==> src/rtl/mips_mem_pkg.sv <==
// rtl/mips_mem_pkg.sv - load-type constants, FSM states and legality check for mem_load_reg
package mips_mem_pkg;

    localparam logic [2:0] LT_LB  = 3'b000;
    localparam logic [2:0] LT_LH  = 3'b001;
    localparam logic [2:0] LT_LW  = 3'b011;
    localparam logic [2:0] LT_LBU = 3'b100;
    localparam logic [2:0] LT_LHU = 3'b101;

    typedef enum logic [1:0] {
        S_IDLE = 2'd0,
        S_WAIT = 2'd1,
        S_HOLD = 2'd2
    } state_e;

    // Halfwords need an even address, words a zero byte offset; bytes go anywhere.
    function automatic logic load_legal(input logic [2:0] load_type, input logic [1:0] addr_lsb);
        case (load_type)
            LT_LB, LT_LBU: load_legal = 1'b1;
            LT_LH, LT_LHU: load_legal = ~addr_lsb[0];
            LT_LW:         load_legal = (addr_lsb == 2'b00);
            default:       load_legal = 1'b0;
        endcase
    endfunction

endpackage

==> src/rtl/mem_load_reg_if.sv <==
// rtl/mem_load_reg_if.sv - request/memory/result signal bundle for mem_load_reg
interface mem_load_reg_if;
    logic        Load_Req;
    logic [2:0]  Load_Type;
    logic [1:0]  Addr_Lsb;
    logic        Flush;
    logic        Consume;
    logic        Mem_Ready;
    logic [31:0] Mem_Data;
    logic [31:0] Data_Out;
    logic        Data_Valid;
    logic        Busy;
    logic        Fault;
    logic        Timeout;

    modport master (
        output Load_Req, Load_Type, Addr_Lsb, Flush, Consume, Mem_Ready, Mem_Data,
        input  Data_Out, Data_Valid, Busy, Fault, Timeout
    );

    modport slave (
        input  Load_Req, Load_Type, Addr_Lsb, Flush, Consume, Mem_Ready, Mem_Data,
        output Data_Out, Data_Valid, Busy, Fault, Timeout
    );
endinterface

==> src/rtl/mem_load_reg_extract.sv <==
// rtl/mem_load_reg_extract.sv - little-endian lane select plus sign/zero extension
module load_extract
    import mips_mem_pkg::*;
(
    input  logic [31:0] mem_data_i,
    input  logic [2:0]  load_type_i,
    input  logic [1:0]  addr_lsb_i,
    output logic [31:0] result_o
);

    logic [7:0]  byte_w;
    logic [15:0] half_w;

    always_comb begin
        case (addr_lsb_i)
            2'd0:    byte_w = mem_data_i[7:0];
            2'd1:    byte_w = mem_data_i[15:8];
            2'd2:    byte_w = mem_data_i[23:16];
            default: byte_w = mem_data_i[31:24];
        endcase
        half_w = addr_lsb_i[1] ? mem_data_i[31:16] : mem_data_i[15:0];

        case (load_type_i)
            LT_LB:   result_o = {{24{byte_w[7]}}, byte_w};
            LT_LH:   result_o = {{16{half_w[15]}}, half_w};
            LT_LBU:  result_o = {24'd0, byte_w};
            LT_LHU:  result_o = {16'd0, half_w};
            default: result_o = mem_data_i;
        endcase
    end

endmodule

==> src/rtl/mem_load_reg.sv <==
// rtl/mem_load_reg.sv - memory data register with load-type extraction, timeout and fault pulses
module mem_load_reg
    import mips_mem_pkg::*;
#(
    parameter  int WAIT_MAX = 15,
    localparam int CNT_W    = $clog2(WAIT_MAX + 1)
) (
    input  logic           CLK,
    input  logic           Reset,
    mem_load_reg_if.slave  bus
);

    state_e             state_q, state_d;
    logic [CNT_W-1:0]   cnt_q, cnt_d;
    logic [2:0]         type_q, type_d;
    logic [1:0]         lsb_q, lsb_d;
    logic [31:0]        data_q, data_d;
    logic               fault_q, fault_d;
    logic               timeout_q, timeout_d;
    logic [31:0]        extract_w;
    logic               accept_w;

    load_extract u_extract (
        .mem_data_i  (bus.Mem_Data),
        .load_type_i (type_q),
        .addr_lsb_i  (lsb_q),
        .result_o    (extract_w)
    );

    // A held result must be consumed in the same cycle before a new load can start.
    assign accept_w = bus.Load_Req &&
                      ((state_q == S_IDLE) || ((state_q == S_HOLD) && bus.Consume));

    always_comb begin
        state_d   = state_q;
        cnt_d     = cnt_q;
        type_d    = type_q;
        lsb_d     = lsb_q;
        data_d    = data_q;
        fault_d   = 1'b0;
        timeout_d = 1'b0;

        if (bus.Flush) begin
            state_d = S_IDLE;
            cnt_d   = '0;
        end else begin
            case (state_q)
                S_WAIT: begin
                    if (bus.Mem_Ready) begin
                        data_d  = extract_w;
                        state_d = S_HOLD;
                    end else if (cnt_q == CNT_W'(WAIT_MAX - 1)) begin
                        timeout_d = 1'b1;
                        state_d   = S_IDLE;
                        cnt_d     = '0;
                    end else begin
                        cnt_d = cnt_q + CNT_W'(1);
                    end
                end
                S_HOLD: begin
                    if (bus.Consume) state_d = S_IDLE;
                end
                default: ;
            endcase

            if (accept_w) begin
                type_d = bus.Load_Type;
                lsb_d  = bus.Addr_Lsb;
                if (load_legal(bus.Load_Type, bus.Addr_Lsb)) begin
                    state_d = S_WAIT;
                    cnt_d   = '0;
                end else begin
                    fault_d = 1'b1;
                    state_d = S_IDLE;
                end
            end
        end
    end

    always_ff @(posedge CLK) begin
        if (Reset) begin
            state_q   <= S_IDLE;
            cnt_q     <= '0;
            type_q    <= '0;
            lsb_q     <= '0;
            data_q    <= '0;
            fault_q   <= 1'b0;
            timeout_q <= 1'b0;
        end else begin
            state_q   <= state_d;
            cnt_q     <= cnt_d;
            type_q    <= type_d;
            lsb_q     <= lsb_d;
            data_q    <= data_d;
            fault_q   <= fault_d;
            timeout_q <= timeout_d;
        end
    end

    assign bus.Data_Out   = data_q;
    assign bus.Data_Valid = (state_q == S_HOLD);
    assign bus.Busy       = (state_q == S_WAIT);
    assign bus.Fault      = fault_q;
    assign bus.Timeout    = timeout_q;

endmodule

==> src/flat_wrapper.sv <==
// flat-port wrapper written by rule: the top's interface ports become plain ports
module mem_load_reg_flat import mips_mem_pkg::*;
#(
    parameter  int WAIT_MAX = 15,
    localparam int CNT_W    = $clog2(WAIT_MAX + 1)
)
  (CLK, Reset, bus_Load_Req, bus_Load_Type, bus_Addr_Lsb, bus_Flush, bus_Consume, bus_Mem_Ready, bus_Mem_Data, bus_Data_Out, bus_Data_Valid, bus_Busy, bus_Fault, bus_Timeout);
  mem_load_reg_if bus_i ();
  input  logic CLK;
  input  logic Reset;
  input wire logic [$bits(bus_i.Load_Req)-1:0] bus_Load_Req;
  input wire logic [$bits(bus_i.Load_Type)-1:0] bus_Load_Type;
  input wire logic [$bits(bus_i.Addr_Lsb)-1:0] bus_Addr_Lsb;
  input wire logic [$bits(bus_i.Flush)-1:0] bus_Flush;
  input wire logic [$bits(bus_i.Consume)-1:0] bus_Consume;
  input wire logic [$bits(bus_i.Mem_Ready)-1:0] bus_Mem_Ready;
  input wire logic [$bits(bus_i.Mem_Data)-1:0] bus_Mem_Data;
  output wire logic [$bits(bus_i.Data_Out)-1:0] bus_Data_Out;
  output wire logic [$bits(bus_i.Data_Valid)-1:0] bus_Data_Valid;
  output wire logic [$bits(bus_i.Busy)-1:0] bus_Busy;
  output wire logic [$bits(bus_i.Fault)-1:0] bus_Fault;
  output wire logic [$bits(bus_i.Timeout)-1:0] bus_Timeout;
  assign bus_i.Load_Req = bus_Load_Req;
  assign bus_i.Load_Type = bus_Load_Type;
  assign bus_i.Addr_Lsb = bus_Addr_Lsb;
  assign bus_i.Flush = bus_Flush;
  assign bus_i.Consume = bus_Consume;
  assign bus_i.Mem_Ready = bus_Mem_Ready;
  assign bus_i.Mem_Data = bus_Mem_Data;
  assign bus_Data_Out = bus_i.Data_Out;
  assign bus_Data_Valid = bus_i.Data_Valid;
  assign bus_Busy = bus_i.Busy;
  assign bus_Fault = bus_i.Fault;
  assign bus_Timeout = bus_i.Timeout;
  mem_load_reg #(.WAIT_MAX(WAIT_MAX)) u_core (.CLK(CLK), .Reset(Reset), .bus(bus_i));
endmodule
==> config.mk <==
export PLATFORM = sky130hd
export DESIGN_NAME = mem_load_reg_flat
export DESIGN_NICKNAME = d
export VERILOG_FILES = /design/src/rtl/mips_mem_pkg.sv /design/src/rtl/mem_load_reg_if.sv /design/src/rtl/mem_load_reg_extract.sv /design/src/rtl/mem_load_reg.sv /design/src/flat_wrapper.sv
export SDC_FILE = /design/constraint.sdc
export NUM_CORES = 1
export LEC_CHECK = 0
export ABC_AREA = 1
export CAP_MARGIN = 20
export CORE_MARGIN = 5
export CORE_UTILIZATION = 36
export CTS_BUF_LIST = sky130_fd_sc_hd__clkbuf_4 sky130_fd_sc_hd__clkbuf_8
export CTS_CLUSTER_DIAMETER = 50
export CTS_CLUSTER_SIZE = 28
export DETAILED_ROUTE_END_ITERATION = 8
export PLACE_DENSITY_LB_ADDON = 0.25
export SYNTH_ARGS = -nofsm -noshare
export SYNTH_HDL_FRONTEND = slang
export SYNTH_SLANG_ARGS = --single-unit
==> constraint.sdc <==
create_clock -name CLK -period 2.7 [get_ports CLK]
set_input_delay 0.54 -clock CLK [delete_from_list [all_inputs] [get_ports CLK]]
set_output_delay 0.54 -clock CLK [all_outputs]
set_load 0.1 [all_outputs]
=== Yosys cells after proc, flatten, opt, wreduce, memory -nomap -nowiden ===
Index checks and enable logic that the tools add are counted.

* Register bits: 45

* $add $sub $neg: 1
* Equal/unequal tests: 14
* Muxes and demuxes: 19
* Bitwise logic cells: 4
* Reductions and logical operators: 17

{| class="wikitable"
|+ Operator list
! kind !! count
|-
| $pmux 32 s4 || 1
|-
| $pmux 8 s3 || 1
|-
| $mux 4 || 5
|-
| $mux 16 || 1
|-
| $eq 3x3->1 const B || 4
|-
| $mux 2 || 4
|-
| $eq 3x1->1 const B || 2
|-
| $logic_not 2->1 || 3
|-
| $logic_not 3->1 || 2
|-
| $reduce_and 3->1 || 2
|-
| $reduce_or 2->1 || 3
|-
| $mux 1 || 5
|-
| $add 4x1->4 const B || 1
|-
| $eq 2x1->1 const B || 2
|-
| $eq 2x2->1 const B || 2
|-
| $eq 4x4->1 const B || 1
|-
| $ne 4x2->1 const B || 1
|-
| $not 1->1 || 4
|-
| $pmux 2 s2 || 1
|-
| $reduce_or 4->1 || 1
|-
| $eq 3x2->1 const B || 1
|-
| $ne 3x2->1 const B || 1
|-
| $pmux 1 s3 || 1
|-
| $reduce_bool 3->1 || 1
|-
| 4 further kinds || 5
|}

=== Depth between registers and ports, before layout ===
Gate-level depths: netlist (run 1).

* Depth after elaboration: 8
* Mapped depth: 10
* Depth with buffers taken out: 9

=== Modules after synthesis ===
A second synthesis (run 1) with hierarchy kept.

* Cell total of the unflattened synthesis: 397
* Area, all modules: 2,618.8 um2

{| class="wikitable"
|+ Modules (own cells, without submodules)
! module !! times used !! cells an instance !! area an instance (um2) !! seq. area each (um2)
|-
| mem_load_reg || 1 || 234 || 1,760.4 || 900.9
|-
| load_extract || 1 || 163 || 858.3 || 0.0
|}

=== Worst setup path after synthesis (run 1) ===
No wires, ideal clock.

* Kind: register to output
* From: register u_core.state_q[1]
* To: output bus_Data_Valid
* Data arrival time: 1.685 ns
* Required time: 2.160 ns
* Setup slack: 0.475 ns
* Stages on the path, launching flop included: 3
* Path buffers: 0
* Cell sequence: dfxtp_1 > inv_1 > nor2_1

* Cells in the longest elaborated chain, start to end: 1

{| class="wikitable"
|+ Ends and longest elaborated chain
! what !! RTL line !! source
|-
| from (decl) || mem_load_reg.sv:13 || <nowiki>state_e state_q, state_d;</nowiki>
|-
| from (signal assigned) || mem_load_reg.sv:90 || <nowiki>state_q <= state_d;</nowiki>
|-
| $eq 2x2->1 || mem_load_reg.sv:101 || <nowiki>assign bus.Data_Valid = (state_q == S_HOLD);</nowiki>
|-
| to (decl) || flat_wrapper.sv:19 || <nowiki>output wire logic [$bits(bus_i.Data_Valid)-1:0] bus_Data_Valid;</nowiki>
|}

No other way between the ends.

=== Final worst setup path (run 1) ===
* From: input bus_Mem_Ready
* To: register u_core.data_q[26] (netlist: u_core.bus.Data_Out[26])

* Cells in the longest elaborated chain, start to end: 1

{| class="wikitable"
|+ Ends and longest elaborated chain
! what !! RTL line !! source
|-
| from (decl) || flat_wrapper.sv:16 || <nowiki>input wire logic [$bits(bus_i.Mem_Ready)-1:0] bus_Mem_Ready;</nowiki>
|-
| $reduce_and 3->1 (no source line) || n/a ||
|-
| to (signal assigned) || mem_load_reg.sv:94 || <nowiki>data_q <= data_d;</nowiki>
|-
| to (decl) || mem_load_reg.sv:17 || <nowiki>logic [31:0] data_q, data_d;</nowiki>
|}

No other way between the ends.
A chain may end at the register's enable or synchronous reset.

==> qor_table.md, run 1 <==
| Step | Parameter | Value |
|---|---|---|
| critical path | Setup slack of the most critical reg-to-reg path | 900 ps |
| global routing | Number of antenna violations at the first check in global routing | 0 |
| detailed routing | Post-route antenna net violation count | 0 |
| timing | Maximum clock rate | 552 MHz |
| cts | Maximum buffer depth of the clock tree | 2 |
| detailed routing | Wire length reported by the detailed router | 6.73 mm |
| timing | Max-slew violation count | 0 |
| cells and area | Most common cell after layout, fill and taps aside | nand2_1 |
| pwr | Largest voltage drop on the vdd net | 0.229 mV |
| cts | Clock tree from TritonCTS | built |
| placed design | Number of port buffers | 78 |
| global routing | Met1 Resource Use GR | 0.205 |
| worst hold path | Hold worst-path end | u_core.state_q[1] |
| detailed routing | First drt pass iteration count | 4 |
| timing | Final sum of negative setup slack | 0 ps |
| pwr | Reported leakage power | 0.00150 uW |
| cts | Clock transition at the registers of the reported paths | 80 ps |
| timing | Share of the clock period used by the worst path | 0.671 |
| critical path | Critical path start-end classification | primary input to flop |
| critical path | Data required time of the worst path | 2900 ps |
| cells and area | Final nets | 484 |
| cts | PostCTS Resize Cnt | 0 |
| floorplanning | Die Span X | 92.5 um |
| global routing | M2 GR Usage | 0.256 |
| detailed routing | Via count | 2502 |
| cells and area | Area growth syn-to-layout | 32.7% |
| cells and area | Total of fill cells in the finished design | 689 |
| timing | Worst slew margin relative to its limit | 0.559 |
| cts | Clk_lat worst skew | 300 ps |
| floorplanning | Number of top-level design ports | 79 |
| critical path | CP max FO | 35 |
| global routing | Largest net degree at the start of global routing | 36 |
| placed design | HPWL Detailed | 5.09 mm |
| detailed routing | Starting DRT DRC Count | 104 |
| placed design | Pre-CTS setup slack | 582 ps |
| synth | Post-synth cell types | 28 |
| placed design | Final GP Congestion | 0.805 |
| synth | Post-synthesis average cell area | 6.60 um^2 |
| timing | Time the worst path needs with I/O delays and setup | 1810 ps |
| critical path | Capturing element type of the critical path | flop |
| floorplanning | Starting utilization of the core area | 0.364 |
| worst hold path | Beginning of the worst hold path | u_core.state_q[1] |
| worst hold path | Hold depth | 2 |
| critical path | R2r startpoint | u_core.lsb_q[1] |
| floorplanning | Die area | 8550 um^2 |
| global routing | Via count of the first global-routing pass | 2376 |
| timing | Transition time at the pin with the least slew margin | 660 ps |
| cts | Number of H-tree levels | 2 |
| run status | Status | finished, final reports clean |
| critical path | Worst reg2reg path depth | 6 |
| cells and area | Most used cells in the layout excluding fill and tap cells | nand2_1 (89), dfxtp_1 (45), nor2_1 (44), o21ai_0 (44), clkdlybuf4s50_1 (42) |
| cells and area | Multi-input gate area | 1240 um^2 |
| critical path | Critical Path Start Type | primary input |
| cts | Number of clock sinks | 45 |
| pwr | Power density over the cells | 467 nW/um^2 |
| cells and area | Total area of sequential cells | 901 um^2 |
| timing | Final setup slack of the worst path | 889 ps |
| cells and area | Fraction of final layout cells with drive strength greater than 1 | 0.141 |
| critical path | Crit-path slowest cell | clkdlybuf4s50_1 |
| critical path | Critical Path, Cell by Cell | clkdlybuf4s50_1 > nand2_4 > nor2_8 > buf_12 > nand2_1 > o21ai_1 > inv_1 |
| synth | Synth Cell Area | 2450 um^2 |
| run | Max capacitance violation total | 0 |
| global routing | Grt met3 use | 0.0496 |
| timing | Unrepaired setup endpoints after global routing | no |
| global routing | GRT Total Usage | 0.160 |
| cells and area | Post-route cell area | 3250 um^2 |
| global routing | Layer with the highest usage after global routing | met2 |
| critical path | Max incr delay on CP | 530 ps |
| global routing | Grt ovf | 0 |
| cts | Buffer type at the clock tree root | clkbuf_8 |
| critical path | Endpoint arrival time on the critical path | 2010 ps |
| timing | Layout Skew | 7.01 ps |
| synth | Synthesis-stage register bit count | 45 |
| floorplanning | Placeable core region | 6720 um^2 |
| global routing | Global-route wire length before repair | 11.2 mm |
| detailed routing | WL per Instance | 12.9 um |
| critical path | FF-to-FF End | u_core.bus.Data_Out[19] |
| synth | Sequential cell area fraction in the yosys report | 0.368 |
| timing | Number of hold violations in the final report | 0 |
| timing | Count of endpoints failing setup in the final report | 0 |
| floorplanning | Number of cell rows | 30 |
| cts | TritonCTS buffer count | 5 |
| worst hold path | Classification of the worst-slack hold path | flop to flop |
| synth | Number of nets in the synthesized netlist | 414 |
| critical path | Cell class contributing the biggest share of worst-path delay | buffers and inverters |
| cts | Number of hold buffers added after CTS | 0 |
| placed design | Post-placement cell area | 3140 um^2 |
| cells and area | Diode insertion count for antenna repair | 0 |
| cts | Count of buffers added by post-CTS timing repair for setup | 0 |
| detailed routing | Per-cell via count in the routed design | 4.80 |
| synth | Count of warnings emitted by yosys | 0 |
| floorplanning | Die height | 92.5 um |
| detailed routing | DRC Markers | 0 |
| critical path | Count of buffer and inverter cells on the critical path | 3 |
| synth | Post-synthesis cell count | 371 |
==> cells by family (layout without fill, tap and decap cells) <==
| logic type | after synthesis | after routing | synth area share |
|---|---|---|---|
| simple gates | 163 | 163 | 0.296 |
| compound gates | 97 | 97 | 0.206 |
| xor+xnor | 1 | 1 | 0.00358 |
| buf+inv | 65 | 135 | 0.126 |
| flops | 45 | 45 | 0.368 |
==> metrics by stage <==
stage / hold WS, ps / total power (uW) / util / cells
3_3_place_gp: 482 / 1030 / 0.468 / 514
5_1_grt: 541 / 1590 / 0.483 / 521
2_1_floorplan: 452 / 922 / - / 371
3_5_place_dp: 480 / 1030 / 0.468 / 514
4_1_cts: 493 / 1530 / 0.483 / 521
6_report: 487 / 1520 / 0.483 / 521
==> layer usage <==
metal / share of wire / vias to the layer above
met5: 0 / -
met4: 0.021 / 0
met3: 0.077 / 13
met2: 0.44 / 89
met1: 0.46 / 1074
li1: - / 1326
==> worst max path at each step <==
| stage | slack (ps) | cells past startpoint | startpoint | end |
|---|---|---|---|---|
| floorplan | 470 | 2 | u_core.state_q[1] | bus_Data_Valid |
| global placement | 610 | 7 | bus_Mem_Ready | u_core.bus.Data_Out[20] |
| detailed placement | 580 | 7 | bus_Mem_Ready | u_core.bus.Data_Out[19] |
| CTS | 900 | 7 | bus_Mem_Ready | u_core.bus.Data_Out[19] |
| global route | 740 | 6 | u_core.lsb_q[1] | u_core.bus.Data_Out[19] |
| finish | 890 | 7 | bus_Mem_Ready | u_core.bus.Data_Out[26] |
==> synth_stat cells <==
cell,number,area share
inv_1,41,0.063
a21oi_4,1,0.0066
buf_2,4,0.0082
dfxtp_1,45,0.37
nor2_1,44,0.067
nand3_4,1,0.0072
o21ai_0,44,0.090
nand3_1,17,0.035
xor2_1,1,0.0036
nand3b_1,1,0.0031
buf_4,2,0.0061
o21ai_1,18,0.037
nand3_2,1,0.0041
nand2_4,2,0.0092
buf_1,1,0.0015
a22oi_1,1,0.0031
nor3_1,2,0.0041
nand2_1,89,0.14
nor2_8,2,0.016
o21a_1,1,0.0031
nand4_1,1,0.0026
inv_2,5,0.0077
nand2_2,1,0.0026
buf_6,7,0.032
a21oi_1,31,0.063
clkbuf_1,5,0.0077
o21bai_1,1,0.0031
nor3_2,2,0.0082
==> flip-flops by register name, summed over array words and instances (netlist names) <==
name / count
u_core.bus.Data_Out: 32
u_core.bus.Fault: 1
u_core.bus.Timeout: 1
u_core.cnt_q: 4
u_core.lsb_q: 2
u_core.state_q: 2
u_core.type_q: 3
==> report_power, final <==
| part | internal, uW | switching [uW] | total [uW] |
|---|---|---|---|
| sequential | 676 | 20.1 | 696 |
| combinational | 122 | 203 | 324 |
| clock | 269 | 228 | 497 |
| total | 1070 | 451 | 1520 |
==> final cells by class <==
cell class,instances,share of cell area
clock buffer,5,0.0212
clock inverter,2,0.0108
inverter,46,0.0532
multi-input combinational,261,0.381
sequential,45,0.277
tap,80,0.0308
timing repair buffer,82,0.226
==> worst min-delay path: cells and delay by family, from the launching register on <==
kind            cells  cell delay [ps]
compound gates      1               50
simple gates        1               60
flops               1              330
Note: power is estimated with default switching activity, not from simulation.
==> run 2, diff against run 1 <==
==> constraint.sdc (replaced) <==
create_clock -name CLK -period 1.7 [get_ports CLK]
set_input_delay 0.34 -clock CLK [delete_from_list [all_inputs] [get_ports CLK]]
set_output_delay 0.34 -clock CLK [all_outputs]
set_load 0.1 [all_outputs]
==> qor_table.md, run 2 (synthesized netlist as in run 1, its figures left out) <==
| Step | Parameter | Value | vs previous |
|---|---|---|---|
| run status | Status | finished, final reports clean |  |
| pwr | Gate power share | 0.239 | +0.025 |
| global routing | Via count of the first global-routing pass | 2478 | +4.3% |
| pwr | Internal power | 1640 uW | +53% |
| pwr | Power spent charging and discharging nets | 738 uW | +64% |
| timing | Worst slew margin relative to its limit | 0.739 | +0.180 |
| timing | Share of the clock period used by the worst path | 0.862 |  |
| detailed routing | Per-cell via count in the routed design | 4.72 | -1.6% |
| timing | Unrepaired setup endpoints after global routing | no |  |
| critical path | Critical path start-end classification | flop to output pin |  |
| critical path | Critical Path, Cell by Cell | inv_1 > nand2_2 > inv_2 > buf_12 |  |
| critical path | Endpoint arrival time on the critical path | 1130 ps | -880 ps |
| pwr | Reported leakage power | 0.00163 uW | +8.9% |
| detailed routing | Post-route antenna net violation count | 0 | unchanged |
| cells and area | Final nets | 491 | +1.4% |
| cts | PostCTS Resize Cnt | 0 | unchanged |
| detailed routing | First drt pass iteration count | 4 | unchanged |
| global routing | GRT Total Usage | 0.164 | +0.00453 |
| placed design | Final GP Congestion | 0.865 | +7.5% |
| detailed routing | Wire length reported by the detailed router | 6.70 mm | -0.42% |
| pwr | Switching share of total power | 0.311 | +0.0136 |
| timing | Number of hold violations in the final report | 0 | unchanged |
| cts | Clock transition at the registers of the reported paths | 80 ps | about the same |
| cts | Number of hold buffers added after CTS | 0 | unchanged |
| critical path | Capturing element type of the critical path | output pin |  |
| floorplanning | Number of top-level design ports | 79 | unchanged |
| detailed routing | WL per Instance | 12.7 um | -1.9% |
| pwr | Total power of the final layout | 2370 uW | +56% |
| global routing | Number of antenna violations at the first check in global routing | 0 | unchanged |
| worst hold path | Classification of the worst-slack hold path | flop to flop |  |
| timing | Transition time at the pin with the least slew margin | 391 ps | -269 ps |
| critical path | CP max FO | 3 | -91% |
| cells and area | Diode insertion count for antenna repair | 0 | unchanged |
| pwr | Largest voltage drop on the vdd net | 0.324 mV | +42% |
| floorplanning | Placeable core region | 6720 um^2 | unchanged |
| cells and area | Most used cells in the layout excluding fill and tap cells | nand2_1 (89), dfxtp_1 (45), o21ai_0 (44), nor2_1 (43), clkdlybuf4s50_1 (42) |  |
| detailed routing | DRC Markers | 0 | unchanged |
| cells and area | Max reg flops | 32 | unchanged |
| global routing | M2 GR Usage | 0.264 | +0.00846 |
| detailed routing | Via count | 2499 | -0.12% |
| floorplanning | Die Span X | 92.5 um | unchanged |
| critical path | Critical Path Start Type | flop |  |
| global routing | Grt met3 use | 0.0471 | -0.00244 |
| critical path | Cell class contributing the biggest share of worst-path delay | buffers and inverters |  |
| run | Max capacitance violation total | 0 | unchanged |
| floorplanning | Number of cell rows | 30 | unchanged |
| cts | TritonCTS buffer count | 5 | unchanged |
| floorplanning | Starting utilization of the core area | 0.364 | unchanged |
| pwr | Share of total power in the clock network | 0.298 | -0.030 |
| timing | Layout Skew | 6.25 ps | -0.759 ps |
| cells and area | Fraction of final layout cells with drive strength greater than 1 | 0.158 | +0.0175 |
| timing | Max-slew violation count | 0 | unchanged |
| cts | Clk_lat worst skew | 300 ps | about the same |
| placed design | Number of port buffers | 78 | unchanged |
| cells and area | Utilization of the core after routing | 0.560 | +0.0767 |
| critical path | Count of buffer and inverter cells on the critical path | 3 | unchanged |
| pwr | Portion of total power attributed to sequential cells | 0.463 | +0.005 |
| global routing | Grt ovf | 0 | unchanged |
| detailed routing | Starting DRT DRC Count | 171 | +64% |
| cells and area | Total of fill cells in the finished design | 643 | -6.7% |
| timing | Count of endpoints failing setup in the final report | 0 | unchanged |
| cts | Count of buffers added by post-CTS timing repair for setup | 0 | unchanged |
| timing | Maximum clock rate | 683 MHz |  |
| cts | Buffer type at the clock tree root | clkbuf_8 |  |
| cts | Maximum buffer depth of the clock tree | 2 | unchanged |
| cells and area | Most common cell after layout, fill and taps aside | nand2_1 |  |
| global routing | Met1 Resource Use GR | 0.217 | +0.0120 |
| pwr | Power density over the cells | 631 nW/um^2 | +35% |
| critical path | Max incr delay on CP | 330 ps | -200 ps |
| cts | Number of clock sinks | 45 | unchanged |
| floorplanning | Die height | 92.5 um | unchanged |
| cts | Clock tree from TritonCTS | built |  |
| global routing | Largest net degree at the start of global routing | 43 | +19% |
| global routing | Global-route wire length before repair | 11.7 mm | +4.3% |
| timing | Time the worst path needs with I/O delays and setup | 1470 ps |  |
| cts | Number of H-tree levels | 2 | unchanged |
| global routing | Layer with the highest usage after global routing | met2 |  |
| cells and area | Area growth syn-to-layout | 53.8% |  |
| critical path | Crit-path slowest cell | dfxtp_1 |  |
| critical path | Data required time of the worst path | 1360 ps | -1540 ps |
| placed design | HPWL Detailed | 5.18 mm | +1.7% |
| floorplanning | Die area | 8550 um^2 | unchanged |
| timing | Final sum of negative setup slack | 0 ps | unchanged |
run 2: changes by cell type in the layout (fill, tap and decap cells not counted), sizes merged:
cell	delta
buf	+7
clkinv	+1
bufinv	-1
clkbuf	+1
run 2: power by group through the flow:
stage / Clock, uW / Sequential [uW] / Combinational, uW
4_1_cts: 729 / 1100 / 570
2_1_floorplan: 0 / 1190 / 279
5_1_grt: 773 / 1100 / 622
6_report: 708 / 1100 / 566
3_5_place_dp: 0 / 1120 / 567
3_3_place_gp: 0 / 1130 / 564
run 2: final cells by class:
cell class / instances / area [um^2] / share of cell area
clock inverters: 2 / 13.8 / 0.00366
well taps: 80 / 100 / 0.0266
repair buffers: 89 / 1250 / 0.332
multi-input cells: 261 / 1240 / 0.331
clock buffers: 6 / 82.6 / 0.0219
inverters: 46 / 173 / 0.0459
flip-flops and latches: 45 / 901 / 0.239
run 2: worst register-to-register path, stage by stage, from the launching register on:
cell     delay (ps)
dfxtp_1         330
inv_1           130
nand2_2          90
inv_2           100
nand2_4          70
nor2_8          110
buf_12          200
nand2_1         100
o21ai_1         130
inv_1            50
run 2: per-layer routing:
layer / part of all wire / routed length, um / vias to the layer above
li1: - / - / 1337
met1: 0.45 / 3010 / 1073
met3: 0.076 / 508 / 8
met2: 0.46 / 3080 / 81
met4: 0.015 / 102 / 0
met5: 0 / 0 / -
run 2: final timing paths:
path / from / endpoint / slack, ps / cells past startpoint
max: u_core.state_q[1] / bus_Busy / 230 / 4
max reg2reg: u_core.state_q[1] / u_core.bus.Data_Out[27] / 290 / 9
min reg2reg: u_core.state_q[1] / u_core.state_q[1] / 490 / 2
min: u_core.state_q[1] / u_core.state_q[1] / 490 / 2
run 2: stage by stage:
step	std cells	area [um^2]	setup WS [ps]	hold WS [ps]
after floorplan	371	2450	63.6	452
after global placement	521	3670	6.57	474
after detailed placement	521	3670	11.6	489
after CTS	529	3760	216	502
after global routing	529	3760	118	528
final	529	3760	235	493
==> run 3, diff against run 2 <==
--- a/config.mk
+++ b/config.mk
@@ -16,4 +16,5 @@
 export PLACE_DENSITY_LB_ADDON = 0.25
 export SYNTH_ARGS = -nofsm -noshare
 export SYNTH_HDL_FRONTEND = slang
+export SYNTH_HIERARCHICAL = 1
 export SYNTH_SLANG_ARGS = --single-unit
==> constraint.sdc (replaced) <==
create_clock -name CLK -period 1.65 [get_ports CLK]
set_input_delay 0.33 -clock CLK [delete_from_list [all_inputs] [get_ports CLK]]
set_output_delay 0.33 -clock CLK [all_outputs]
set_load 0.1 [all_outputs]
==> qor_table.md, run 3 <==
| Step | Parameter | Value | vs previous |
|---|---|---|---|
| floorplanning | Starting utilization of the core area | 0.365 | +0.000706 |
| floorplanning | Number of top-level design ports | 79 | unchanged |
| timing | Unrepaired setup endpoints after global routing | no |  |
| floorplanning | Die height | 95.3 um | +3.1% |
| placed design | # placed instances | 570 | +9.4% |
| critical path | Critical path start-end classification | flop to output pin |  |
| placed design | Post-placement cell area | 3920 um^2 | +6.8% |
| synth | Synth Area in Simple Gates | 0.370 | +0.0738 |
| floorplanning | Placeable core region | 7180 um^2 | +6.8% |
| synth | Most common cell in the netlist | nand2_1 |  |
| timing | Layout Skew | 8.38 ps | +2.13 ps |
| timing | Count of endpoints failing setup in the final report | 0 | unchanged |
| run | Max capacitance violation total | 0 | unchanged |
| pwr | Reported leakage power | 0.00178 uW | +9.5% |
| global routing | Largest net degree at the start of global routing | 33 | -23% |
| global routing | Global-route wire length before repair | 12.6 mm | +7.6% |
| synth | Most used standard cells in the synthesized netlist | nand2_1 (88), nor2_1 (83), dfxtp_1 (45) |  |
| placed design | HPWL Detailed | 5.85 mm | +13% |
| cells and area | Utilization of the core after routing | 0.559 | -0.00165 |
| placed design | Pre-CTS setup slack | -112 ps | -124 ps |
| global routing | GRT Total Usage | 0.175 | +0.0110 |
| critical path | Cell class contributing the biggest share of worst-path delay | flip-flops |  |
| cts | PostCTS Resize Cnt | 0 | unchanged |
| global routing | Grt ovf | 0 | unchanged |
| cells and area | Fraction of final layout cells with drive strength greater than 1 | 0.190 | +0.0318 |
| critical path | Max incr delay on CP | 400 ps | +70 ps |
| cells and area | Final nets | 524 | +6.7% |
| detailed routing | Wire length reported by the detailed router | 7.63 mm | +14% |
| cts | Number of H-tree levels | 2 | unchanged |
| timing | Number of hold violations in the final report | 0 | unchanged |
| synth | Fraction of the mapped netlist area in adder cells | 0.0143 | +0.0143 |
| cells and area | Number of cells in the finished layout apart from fillers | 578 | +9.3% |
| pwr | Total power of the final layout | 2480 uW | +4.6% |
| timing | Maximum clock rate | 660 MHz |  |
| critical path | Count of buffer and inverter cells on the critical path | 2 | -1 |
| synth | Post-synth top area cell | dfxtp_1 |  |
| synth | Post-synthesis cell count | 397 | +7.0% |
| timing | Transition time at the pin with the least slew margin | 428 ps | +37.0 ps |
| cts | Clock transition at the registers of the reported paths | 90 ps | about the same |
| cts | Clk_lat worst skew | 300 ps | about the same |
| synth | Synthesis-stage register bit count | 45 | unchanged |
| floorplanning | Number of cell rows | 31 | +3.3% |
| synth | Yosys top cell area share | 0.344 | -0.0241 |
| run status | Status | finished, final reports clean |  |
| cts | Clock tree from TritonCTS | built |  |
| cts | Buffer type at the clock tree root | clkbuf_8 |  |
| critical path | Critical Path, Cell by Cell | inv_1 > ha_4 > buf_12 |  |
| cells and area | Max reg flops | 32 | unchanged |
| synth | Proportion of synthesized area in mux cells | 0 | unchanged |
| critical path | Crit-path slowest cell | dfxtp_1 |  |
| cells and area | Most used cells in the layout excluding fill and tap cells | nand2_1 (88), nor2_1 (83), dfxtp_1 (44), clkdlybuf4s50_1 (42), buf_12 (39) |  |
| synth | Combinational family with the most area after synthesis | simple AND/OR/NAND/NOR gates |  |
| timing | Final setup slack of the worst path | 134 ps | -101 ps |
| cts | Number of clock sinks | 45 | unchanged |
| critical path | Endpoint arrival time on the critical path | 1190 ps | +60 ps |
| synth | Fraction of the mapped netlist area in compound gates | 0.162 | -0.0436 |
| floorplanning | Die Span X | 95.3 um | +3.1% |
| synth | Main area contributors after synthesis | dfxtp_1 (34%), nand2_1 (13%), nor2_1 (12%), a21oi_1 (7.3%), o21ai_0 (6.7%) |  |
| cells and area | Diode insertion count for antenna repair | 0 | unchanged |
| global routing | Number of antenna violations at the first check in global routing | 0 | unchanged |
| detailed routing | First drt pass iteration count | 7 | +3 |
| timing | Share of the clock period used by the worst path | 0.919 |  |
| placed design | Number of port buffers | 78 | unchanged |
| detailed routing | Per-cell via count in the routed design | 4.82 | +2.1% |
| synth | Synth Cell Area | 2620 um^2 | +7.0% |
| worst hold path | Beginning of the worst hold path | u_core/state_q[1] |  |
| cts | TritonCTS buffer count | 5 | unchanged |
| timing | Worst slew margin relative to its limit | 0.714 | -0.0248 |
| floorplanning | Die area | 9080 um^2 | +6.2% |
| synth | Fraction of synthesized cell area in xor and xnor cells | 0 | -0.00358 |
| critical path | R2r startpoint | u_core/state_q[0] |  |
| critical path | Data required time of the worst path | 1320 ps | -40 ps |
| detailed routing | WL per Instance | 13.2 um | +4.2% |
| global routing | Via count of the first global-routing pass | 2718 | +9.7% |
| cts | Maximum buffer depth of the clock tree | 2 | unchanged |
| pwr | Power density over the cells | 620 nW/um^2 | -1.8% |
| synth | Most used flip-flop cell after synthesis | dfxtp_1 |  |
| synth | Count of flip-flops with a built-in enable after synthesis | 0 | unchanged |
| detailed routing | DRC Markers | 0 | unchanged |
| detailed routing | Starting DRT DRC Count | 204 | +19% |
| placed design | Final GP Congestion | 0.895 | +3.5% |
| cts | Count of buffers added by post-CTS timing repair for setup | 0 | unchanged |
| synth | Count of warnings emitted by yosys | 6 | +6 |
| critical path | Critical Path Start Type | flop |  |
| synth | Number of nets in the synthesized netlist | 443 | +7.0% |
| timing | Max-slew violation count | 0 | unchanged |
| cells and area | Post-route cell area | 4010 um^2 | +6.5% |
| cells and area | Most common cell after layout, fill and taps aside | nand2_1 |  |
| critical path | CP max FO | 4 | +1 |
| synth | Proportion of synthesized flip-flops having asynchronous set or reset | 0 | unchanged |
| synth | Post-synthesis average cell area | 6.60 um^2 | about the same |
| critical path | Critical Path Source | u_core/state_q[0] |  |
| cts | Number of hold buffers added after CTS | 0 | unchanged |
| synth | Sequential cell area fraction in the yosys report | 0.344 | -0.0241 |
| critical path | Setup slack of the most critical reg-to-reg path | 200 ps | -90 ps |
| detailed routing | Via count | 2787 | +12% |
| worst hold path | Classification of the worst-slack hold path | flop to flop |  |
| cells and area | Total of fill cells in the finished design | 646 | +0.47% |
| synth | Post-synth cell types | 28 | unchanged |
| pwr | Largest voltage drop on the vdd net | 0.269 mV | -17% |
| timing | Time the worst path needs with I/O delays and setup | 1520 ps |  |
| cells and area | Area growth syn-to-layout | 53.0% |  |
| critical path | Capturing element type of the critical path | output pin |  |
| detailed routing | Post-route antenna net violation count | 0 | unchanged |
run 3: final timing paths:
check                      endpoint  cells past startpoint
setup / recovery     bus_Data_Valid                      3
hold / removal    u_core/state_q[1]                      2
setup reg to reg    u_core/cnt_q[2]                      9
hold reg to reg   u_core/state_q[1]                      2
run 3: stage by stage:
| step | hold WS (ps) | TNS, ps |
|---|---|---|
| 6_report | 513 | 0 |
| 5_1_grt | 556 | 0 |
| 4_1_cts | 515 | 0 |
| 3_5_place_dp | 502 | -1300 |
| 3_3_place_gp | 498 | -244 |
| 2_1_floorplan | 399 | 0 |
run 3: cells by family (layout without fill, tap and decap cells):
logic type,Yosys count,after routing
AO/OA/AOI/OAI,81,81
adder cells (fa/ha/maj),3,3
AND/OR/NAND/NOR,213,213
flip-flops,45,45
buffers and inverters,55,137
run 3: worst min-delay path, stage by stage (launching register included):
cell and delay (ps):
dfxtp_1 350, nand2_1 70, a21oi_1 50
run 3: layout make-up:
cell class                 count  area [um^2]  share of cell area
clock buffer                   7         83.8              0.0209
inverter                      34          128              0.0318
multi-input combinational    297         1460               0.363
timing repair buffer          95         1310               0.326
sequential                    45          902               0.225
clock inverter                 1         7.51             0.00187
tap                           99          124              0.0309
run 3: power breakdown:
group | switching [uW] | internal (uW) | leakage [uW]
Combinational | 347 | 290 | 0.00137
Clock | 383 | 333 | 0.0000453
Sequential | 26.3 | 1100 | 0.000364
run 3: layer usage:
| layer | routed length [um] | vias to the layer above | global-route usage |
|---|---|---|---|
| met4 | 110 | 0 | 0.0529 |
| li1 | - | 1427 | - |
| met1 | 3400 | 1251 | 0.226 |
| met2 | 3590 | 95 | 0.288 |
| met3 | 530 | 14 | 0.0434 |
| met5 | 0 | - | 0 |
